==> src/rtl/ddr_pkg.sv <==
// Shared types, mode-register reset defaults and field decoders for the DDR4
// mode-register update engine.
package ddr_pkg;

    typedef enum logic [1:0] {
        IDLE     = 2'd0,
        ISSUE    = 2'd1,
        MRD_WAIT = 2'd2
    } mrs_state_e;

    localparam int MR_COUNT_MAX = 8;

    // Power-up images; opcodes wider than 32 bits are not supported.
    localparam logic [31:0] MR_DEFAULT [MR_COUNT_MAX] = '{
        32'h0000_0000,  // MR0: BL8 fixed, CL code 0
        32'h0000_0001,  // MR1: DLL enabled
        32'h0000_0000,  // MR2: CWL code 0
        32'h0000_0000,
        32'h0000_0000,
        32'h0000_0000,
        32'h0000_0000,
        32'h0000_0000
    };

    // A latency decode that may be reserved; valid=0 means keep the old value.
    typedef struct packed {
        logic       valid;
        logic [4:0] value;
    } lat_t;

    function automatic logic [3:0] bl_decode(input logic [1:0] bl_field);
        return (bl_field == 2'b10) ? 4'd4 : 4'd8;
    endfunction

    function automatic lat_t cl_decode(input logic [3:0] code);
        lat_t r;
        r.valid = 1'b1;
        r.value = 5'd0;
        if (code < 4'd8)
            r.value = 5'd9 + 5'(code);
        else if (code < 4'd12)
            r.value = 5'd18 + 5'({code[1:0], 1'b0});
        else
            r.valid = 1'b0;
        return r;
    endfunction

    function automatic lat_t cwl_decode(input logic [2:0] code);
        lat_t r;
        r.valid = 1'b1;
        r.value = 5'd0;
        unique case (code)
            3'd4:    r.value = 5'd14;
            3'd5:    r.value = 5'd16;
            3'd6:    r.value = 5'd18;
            3'd7:    r.valid = 1'b0;
            default: r.value = 5'd9 + 5'(code);
        endcase
        return r;
    endfunction

endpackage

==> src/rtl/mrs_timer.sv <==
// Loadable down-counter that stops at zero; used for the tMRD and tMOD spacing.
module mrs_timer #(
    parameter int W = 5
) (
    input  logic         CK_t,
    input  logic         reset_n,
    input  logic         load,
    input  logic [W-1:0] load_val,
    output logic [W-1:0] count,
    output logic         zero
);

    // NOTE: sequential state is written with <= so every flop samples pre-edge values.
    always_ff @(posedge CK_t) begin
        if (!reset_n)
            count <= '0;
        else if (load)
            count <= load_val;
        else if (count != '0)
            count <= count - 1'b1;
    end

    assign zero = (count == '0);

endmodule

==> src/rtl/mrs_shadow_update.sv <==
// DDR4 mode-register update engine: issues MRS commands under bus grant, spaces
// them by tMRD/tMOD and publishes BL, CL and CWL decoded from shadow copies.
// Build option MRS_RSVD_CHECK_EN rejects out-of-range MRs and reserved MR0 BL codes.
module mrs_shadow_update
    import ddr_pkg::*;
#(
    parameter int NUM_MR = 7,
    parameter int ADDR_W = 18,
    parameter int TMRD   = 8,
    parameter int TMOD   = 24
) (
    input  logic              CK_t,
    input  logic              reset_n,
    input  logic              req_valid,
    output logic              req_ready,
    input  logic [2:0]        req_mr,
    input  logic [ADDR_W-1:0] req_data,
    input  logic              bus_gnt,
    output logic              mrs_cmd_valid,
    output logic [1:0]        mrs_cmd_bg,
    output logic [1:0]        mrs_cmd_ba,
    output logic [ADDR_W-1:0] mrs_cmd_addr,
    output logic              mrs_update_rdy,
    output logic [3:0]        burst_len,
    output logic [4:0]        cas_lat,
    output logic [4:0]        cwl,
    output logic              mrs_err
);

    localparam int TW = $clog2(TMOD + 1);

    mrs_state_e        state;
    logic [2:0]        mr_q;
    logic [ADDR_W-1:0] data_q;
    logic [ADDR_W-1:0] shadow [NUM_MR];
    logic              reject;

    logic [TW-1:0]     mrd_count, mod_count;
    logic              mrd_zero, mod_zero, mrd_done;

    logic [3:0]        cl_code;
    logic [2:0]        cwl_code;
    lat_t              cl_dec, cwl_dec;
    logic [4:0]        cl_hold, cwl_hold;

`ifdef MRS_RSVD_CHECK_EN
    assign reject = (int'(req_mr) >= NUM_MR) || (req_mr == 3'd0 && req_data[1:0] == 2'b11);

    always_ff @(posedge CK_t) begin
        if (!reset_n)
            mrs_err <= 1'b0;
        else
            mrs_err <= (state == IDLE) && req_valid && reject;
    end
`else
    assign reject  = 1'b0;
    assign mrs_err = 1'b0;
`endif

    always_ff @(posedge CK_t) begin
        if (!reset_n) begin
            state  <= IDLE;
            mr_q   <= '0;
            data_q <= '0;
        end else begin
            unique case (state)
                IDLE: if (req_valid && !reject) begin
                    mr_q   <= req_mr;
                    data_q <= req_data;
                    state  <= ISSUE;
                end
                ISSUE:    if (bus_gnt)  state <= MRD_WAIT;
                MRD_WAIT: if (mrd_done) state <= IDLE;
                default:  state <= IDLE;
            endcase
        end
    end

    assign req_ready     = (state == IDLE);
    assign mrs_cmd_valid = (state == ISSUE) && bus_gnt;
    assign mrs_cmd_bg    = mrs_cmd_valid ? {1'b0, mr_q[2]} : 2'b00;
    assign mrs_cmd_ba    = mrs_cmd_valid ? mr_q[1:0] : 2'b00;
    assign mrs_cmd_addr  = mrs_cmd_valid ? data_q : '0;

    // Leave MRD_WAIT as the counter steps onto zero so IDLE lands exactly tMRD after the command.
    assign mrd_done       = mrd_zero || (mrd_count == TW'(1));
    assign mrs_update_rdy = (state == IDLE) && mod_zero;

    mrs_timer #(.W(TW)) u_tmrd (
        .CK_t     (CK_t),
        .reset_n  (reset_n),
        .load     (mrs_cmd_valid),
        .load_val (TW'(TMRD - 1)),
        .count    (mrd_count),
        .zero     (mrd_zero)
    );

    mrs_timer #(.W(TW)) u_tmod (
        .CK_t     (CK_t),
        .reset_n  (reset_n),
        .load     (mrs_cmd_valid),
        .load_val (TW'(TMOD - 1)),
        .count    (mod_count),
        .zero     (mod_zero)
    );

    // NOTE: the shadow array is reset on purpose; decoded latencies must be defined right after reset.
    always_ff @(posedge CK_t) begin
        if (!reset_n) begin
            for (int i = 0; i < NUM_MR; i++)
                shadow[i] <= MR_DEFAULT[i][ADDR_W-1:0];
        end else if (mrs_cmd_valid) begin
            for (int i = 0; i < NUM_MR; i++)
                if (mr_q == 3'(i))
                    shadow[i] <= data_q;
        end
    end

    assign cl_code = {shadow[0][6:4], shadow[0][2]};

    generate
        if (NUM_MR > 2) begin : g_mr2
            assign cwl_code = shadow[2][5:3];
        end else begin : g_no_mr2
            assign cwl_code = MR_DEFAULT[2][5:3];
        end
    endgenerate

    assign burst_len = bl_decode(shadow[0][1:0]);
    assign cl_dec    = cl_decode(cl_code);
    assign cwl_dec   = cwl_decode(cwl_code);
    assign cas_lat   = cl_dec.valid  ? cl_dec.value  : cl_hold;
    assign cwl       = cwl_dec.valid ? cwl_dec.value : cwl_hold;

    // Reserved codes fall back to the last legal latency.
    always_ff @(posedge CK_t) begin
        if (!reset_n) begin
            cl_hold  <= 5'd9;
            cwl_hold <= 5'd9;
        end else begin
            cl_hold  <= cas_lat;
            cwl_hold <= cwl;
        end
    end

endmodule

==> config.mk <==
export PLATFORM = sky130hd
export DESIGN_NAME = mrs_shadow_update
export DESIGN_NICKNAME = d
export VERILOG_FILES = /design/src/rtl/ddr_pkg.sv /design/src/rtl/mrs_timer.sv /design/src/rtl/mrs_shadow_update.sv
export SDC_FILE = /design/constraint.sdc
export NUM_CORES = 1
export LEC_CHECK = 0
export ABC_AREA = 1
export ABC_CLOCK_PERIOD_IN_PS = 2100
export BUFFER_PORTS_ARGS = -buffer_cell sky130_fd_sc_hd__buf_2
export CELL_PAD_IN_SITES_DETAIL_PLACEMENT = 0
export CELL_PAD_IN_SITES_GLOBAL_PLACEMENT = 1
export CORE_ASPECT_RATIO = 1.25
export CORE_MARGIN = 4
export CORE_UTILIZATION = 39
export CTS_BUF_LIST = sky130_fd_sc_hd__clkbuf_4
export DETAILED_ROUTE_END_ITERATION = 12
export GPL_ROUTABILITY_DRIVEN = 0
export GPL_TIMING_DRIVEN = 0
export PLACE_DENSITY_LB_ADDON = 0.1
export SETUP_SLACK_MARGIN = 0.4
export SLEW_MARGIN = 30
export SYNTH_ARGS = -nofsm -noshare
export SYNTH_HDL_FRONTEND = slang
export SYNTH_SLANG_ARGS = --single-unit
==> constraint.sdc <==
create_clock -name CK_t -period 2.1 [get_ports CK_t]
set_clock_uncertainty 0.2 [all_clocks]
set_input_delay 0.21 -clock CK_t [delete_from_list [all_inputs] [get_ports CK_t]]
set_output_delay 0.21 -clock CK_t [all_outputs]
set_load 0.02 [all_outputs]
==> results.sh <==
export IMPL_outcome="complete, but fails checks"
export IMPL_failed_checks="negative setup slack"
export IMPL_cts_buffer_depth=2
export IMPL_hold_viol=0
export IMPL_p_total_mw=2.96
export IMPL_pre_cts_ws_ns=0.174
export IMPL_die_w_um=79.3
export IMPL_drive_above_1_share_pct=41.2
export IMPL_cp_end_kind="output port"
export IMPL_drt_total_wl_um=6580
export IMPL_synth_edff_count=9
export IMPL_num_nets_final=471
export IMPL_pin_count=65
export IMPL_mostFrequentLayoutCell="inv_1"
export IMPL_hold_path_depth=3
export IMPL_rsz0062_at_grt="true"
export IMPL_diodes=0
export IMPL_tritoncts="done"
export IMPL_min_delay_start="reset_n"
export IMPL_fin_area_um2=4050
export IMPL_cts_clk_slew_worst_paths_ns=0.15
export IMPL_synth_seq_cells=52
export IMPL_period_needed_ns=2.16
export IMPL_syn2layout_area_growth_pct=63.4
export IMPL_wire_per_inst_um=12.6
export IMPL_syn_area_um2=2480
export IMPL_ff2ff_path_depth=7
export IMPL_slew_headroom_pct=61.7
export IMPL_synthCells=320
export IMPL_layout_common_cells="45 x inv_1, 40 x buf_6, 39 x dfxtp_1"
export IMPL_timing_final_ws_setup_ns=-0.0558
export IMPL_setup_tns_ns=-0.165
export IMPL_overflow=0
export IMPL_place_hpwl_um=4060
export IMPL_post_dp_cell_area_um2=2900
export IMPL_synth_distinct_cells=29
export IMPL_grt_pass1_wl_um=11200
export IMPL_grt_usage_pct=17.9
export IMPL_die_h_um=97.1
export IMPL_slew_violations=0
export IMPL_ant_nets=0
export IMPL_tightest_slew_ns=0.575
export IMPL_root_buffer="clkbuf_4"
export IMPL_yosysWarnings=0
export IMPL_critPathLaunchType="register"
export IMPL_initialDrtViolationCount=71
export IMPL_firstDrtPassIters=4
export IMPL_max_clock_freq_mhz=464
export IMPL_ir_worst_vdd_mv=0.436
export IMPL_worst_path_max_fanout=5
export IMPL_ys_flop_type="dfxtp_1"
export IMPL_viasPerCell=4.57
export IMPL_critPathArrivalTime_ns=1.75
export IMPL_async_flop_share_pct=0
export IMPL_finalSetupViolCount=4
export IMPL_portBuffers=60
export IMPL_grt_pass1_vias=2455
export IMPL_h_tree_depth=2
export IMPL_critical_path_class="reg2out"
export IMPL_vias=2385
export IMPL_period_share_pct=103
export IMPL_power_leakage_nw=1.79
export IMPL_fp_dieArea_um2=7700
export IMPL_r2r_start="shadow[2][3]"
export IMPL_drc=0
export IMPL_numCtsBuffers=5
export IMPL_ys_seq_area_share_pct=45.7
export IMPL_synth_area_per_cell_um2=7.74
export IMPL_maxCapViolations=0
export IMPL_num_rows=32
export IMPL_fin_util_pct=65.6
export IMPL_clock_latency_ns=0.37
export IMPL_r2r_end="cwl_hold[1]"
export IMPL_critPathRequiredTime_ns=1.69
export IMPL_power_density_nw_per_um2=731
export IMPL_hp_class="in2reg"
export IMPL_rrSetupSlack_ns=0.47
export IMPL_coreArea_um2=6170
export IMPL_antenna_found_initial=0
export IMPL_whs_endpoint="u_tmrd.count[2]"
export IMPL_grt_max_degree=16
export IMPL_start_util_pct=40.2
export IMPL_clkSinkCount=52
[stage by stage]
step	instances	hold slack (ns)
3_3_place_gp	468	0.240
2_1_floorplan	323	0.183
6_report	522	0.0280
5_1_grt	522	0.0461
4_1_cts	517	0.0176
3_5_place_dp	468	0.243
[area by class of cell]
| class | count | area, um^2 |
|---|---|---|
| Fill cell | 571 | 2120 |
| Timing Repair Buffer | 106 | 968 |
| Inverter | 57 | 226 |
| Tap cell | 85 | 106 |
| Sequential cell | 52 | 1140 |
| Clock buffer | 5 | 37.5 |
| Multi-Input combinational cell | 199 | 1380 |
| Buffer | 15 | 153 |
| Clock inverter | 3 | 37.5 |
[worst max-delay path by stage]
stage / startpoint / end / slack (ns) / depth (start not counted)
after global placement: shadow[2][3] / cwl[3] / 0.20 / 7
after floorplan: shadow[2][3] / cwl[3] / 0.38 / 6
after detailed placement: shadow[2][3] / cwl[3] / 0.17 / 7
after global routing: shadow[2][3] / cwl[0] / -0.16 / 6
final: shadow[2][3] / cwl[2] / -0.06 / 7
after CTS: shadow[2][3] / cwl[3] / -0.07 / 7
[Yosys cell counts, types with 3 or more instances]
| cell | count | area [um^2] |
|---|---|---|
| nand4_1 | 3 | 18.8 |
| inv_1 | 57 | 214 |
| o21ai_0 | 24 | 120 |
| o21ai_1 | 3 | 15.0 |
| or2_2 | 5 | 31.3 |
| xor2_1 | 3 | 26.3 |
| nor2_1 | 46 | 173 |
| nand2_1 | 39 | 146 |
| edfxtp_1 | 9 | 270 |
| buf_4 | 4 | 30.0 |
| nand3_1 | 20 | 100 |
| buf_6 | 7 | 78.8 |
| ha_1 | 10 | 125 |
| dfxtp_1 | 43 | 861 |
| a21oi_1 | 32 | 160 |
[sequential cells by signal, indices dropped and copies added, names as in the netlist]
name,cells
data_q,18
cwl_hold,5
shadow,9
state,2
u_tmrd.count,5
cl_hold,5
u_tmod.count,5
mr_q,3
[kinds of logic (layout without fill, tap and decap cells)]
kind of cell               Yosys count  count (layout)  synth area share, %
AOI/OAI and AO/OA                   63              63                 13.1
xor gates and xnor gates             3               3                 1.06
adders and majority gates           10              10                 5.05
buffers and inverters               72             186                 13.7
DFF                                 52              52                 45.7
other                                1               4                0.151
and+or+nand+nor                    119             119                 21.2
[routing by layer]
| layer | part of all wire, % | routed length [um] | GRT usage [%] |
|---|---|---|---|
| met5 | 0 | 0 | 0 |
| met4 | 1.0 | 66 | 4.10 |
| met3 | 3.8 | 251 | 3.34 |
| met2 | 55 | 3620 | 32.7 |
| met1 | 40 | 2640 | 21.2 |
[critical path: stages, from the launching register on]
cell and delay, ns:
edfxtp_1 0.48, ha_2 0.23, ha_4 0.19, a21oi_4 0.15, nand2_1 0.09, nand2_2 0.09, inv_2 0.04, buf_6 0.12
[what timing repair did]
item                                    4_1_cts  5_1_grt
gates resized for setup                     173       17
cloned                                        2        0
hold buffers                                 22        0
pin swaps                                    18        5
endpoints found under the hold margin        22        0
endpoints found under the setup margin       34       35
setup buffers                                17        5
[where the power goes]
group          switching, mW  internal, mW  total, mW
combinational          0.652         0.502       1.15
clock                  0.317         0.244      0.561
sequential            0.0828          1.16       1.24
Note: power is estimated with default switching activity, not from simulation.
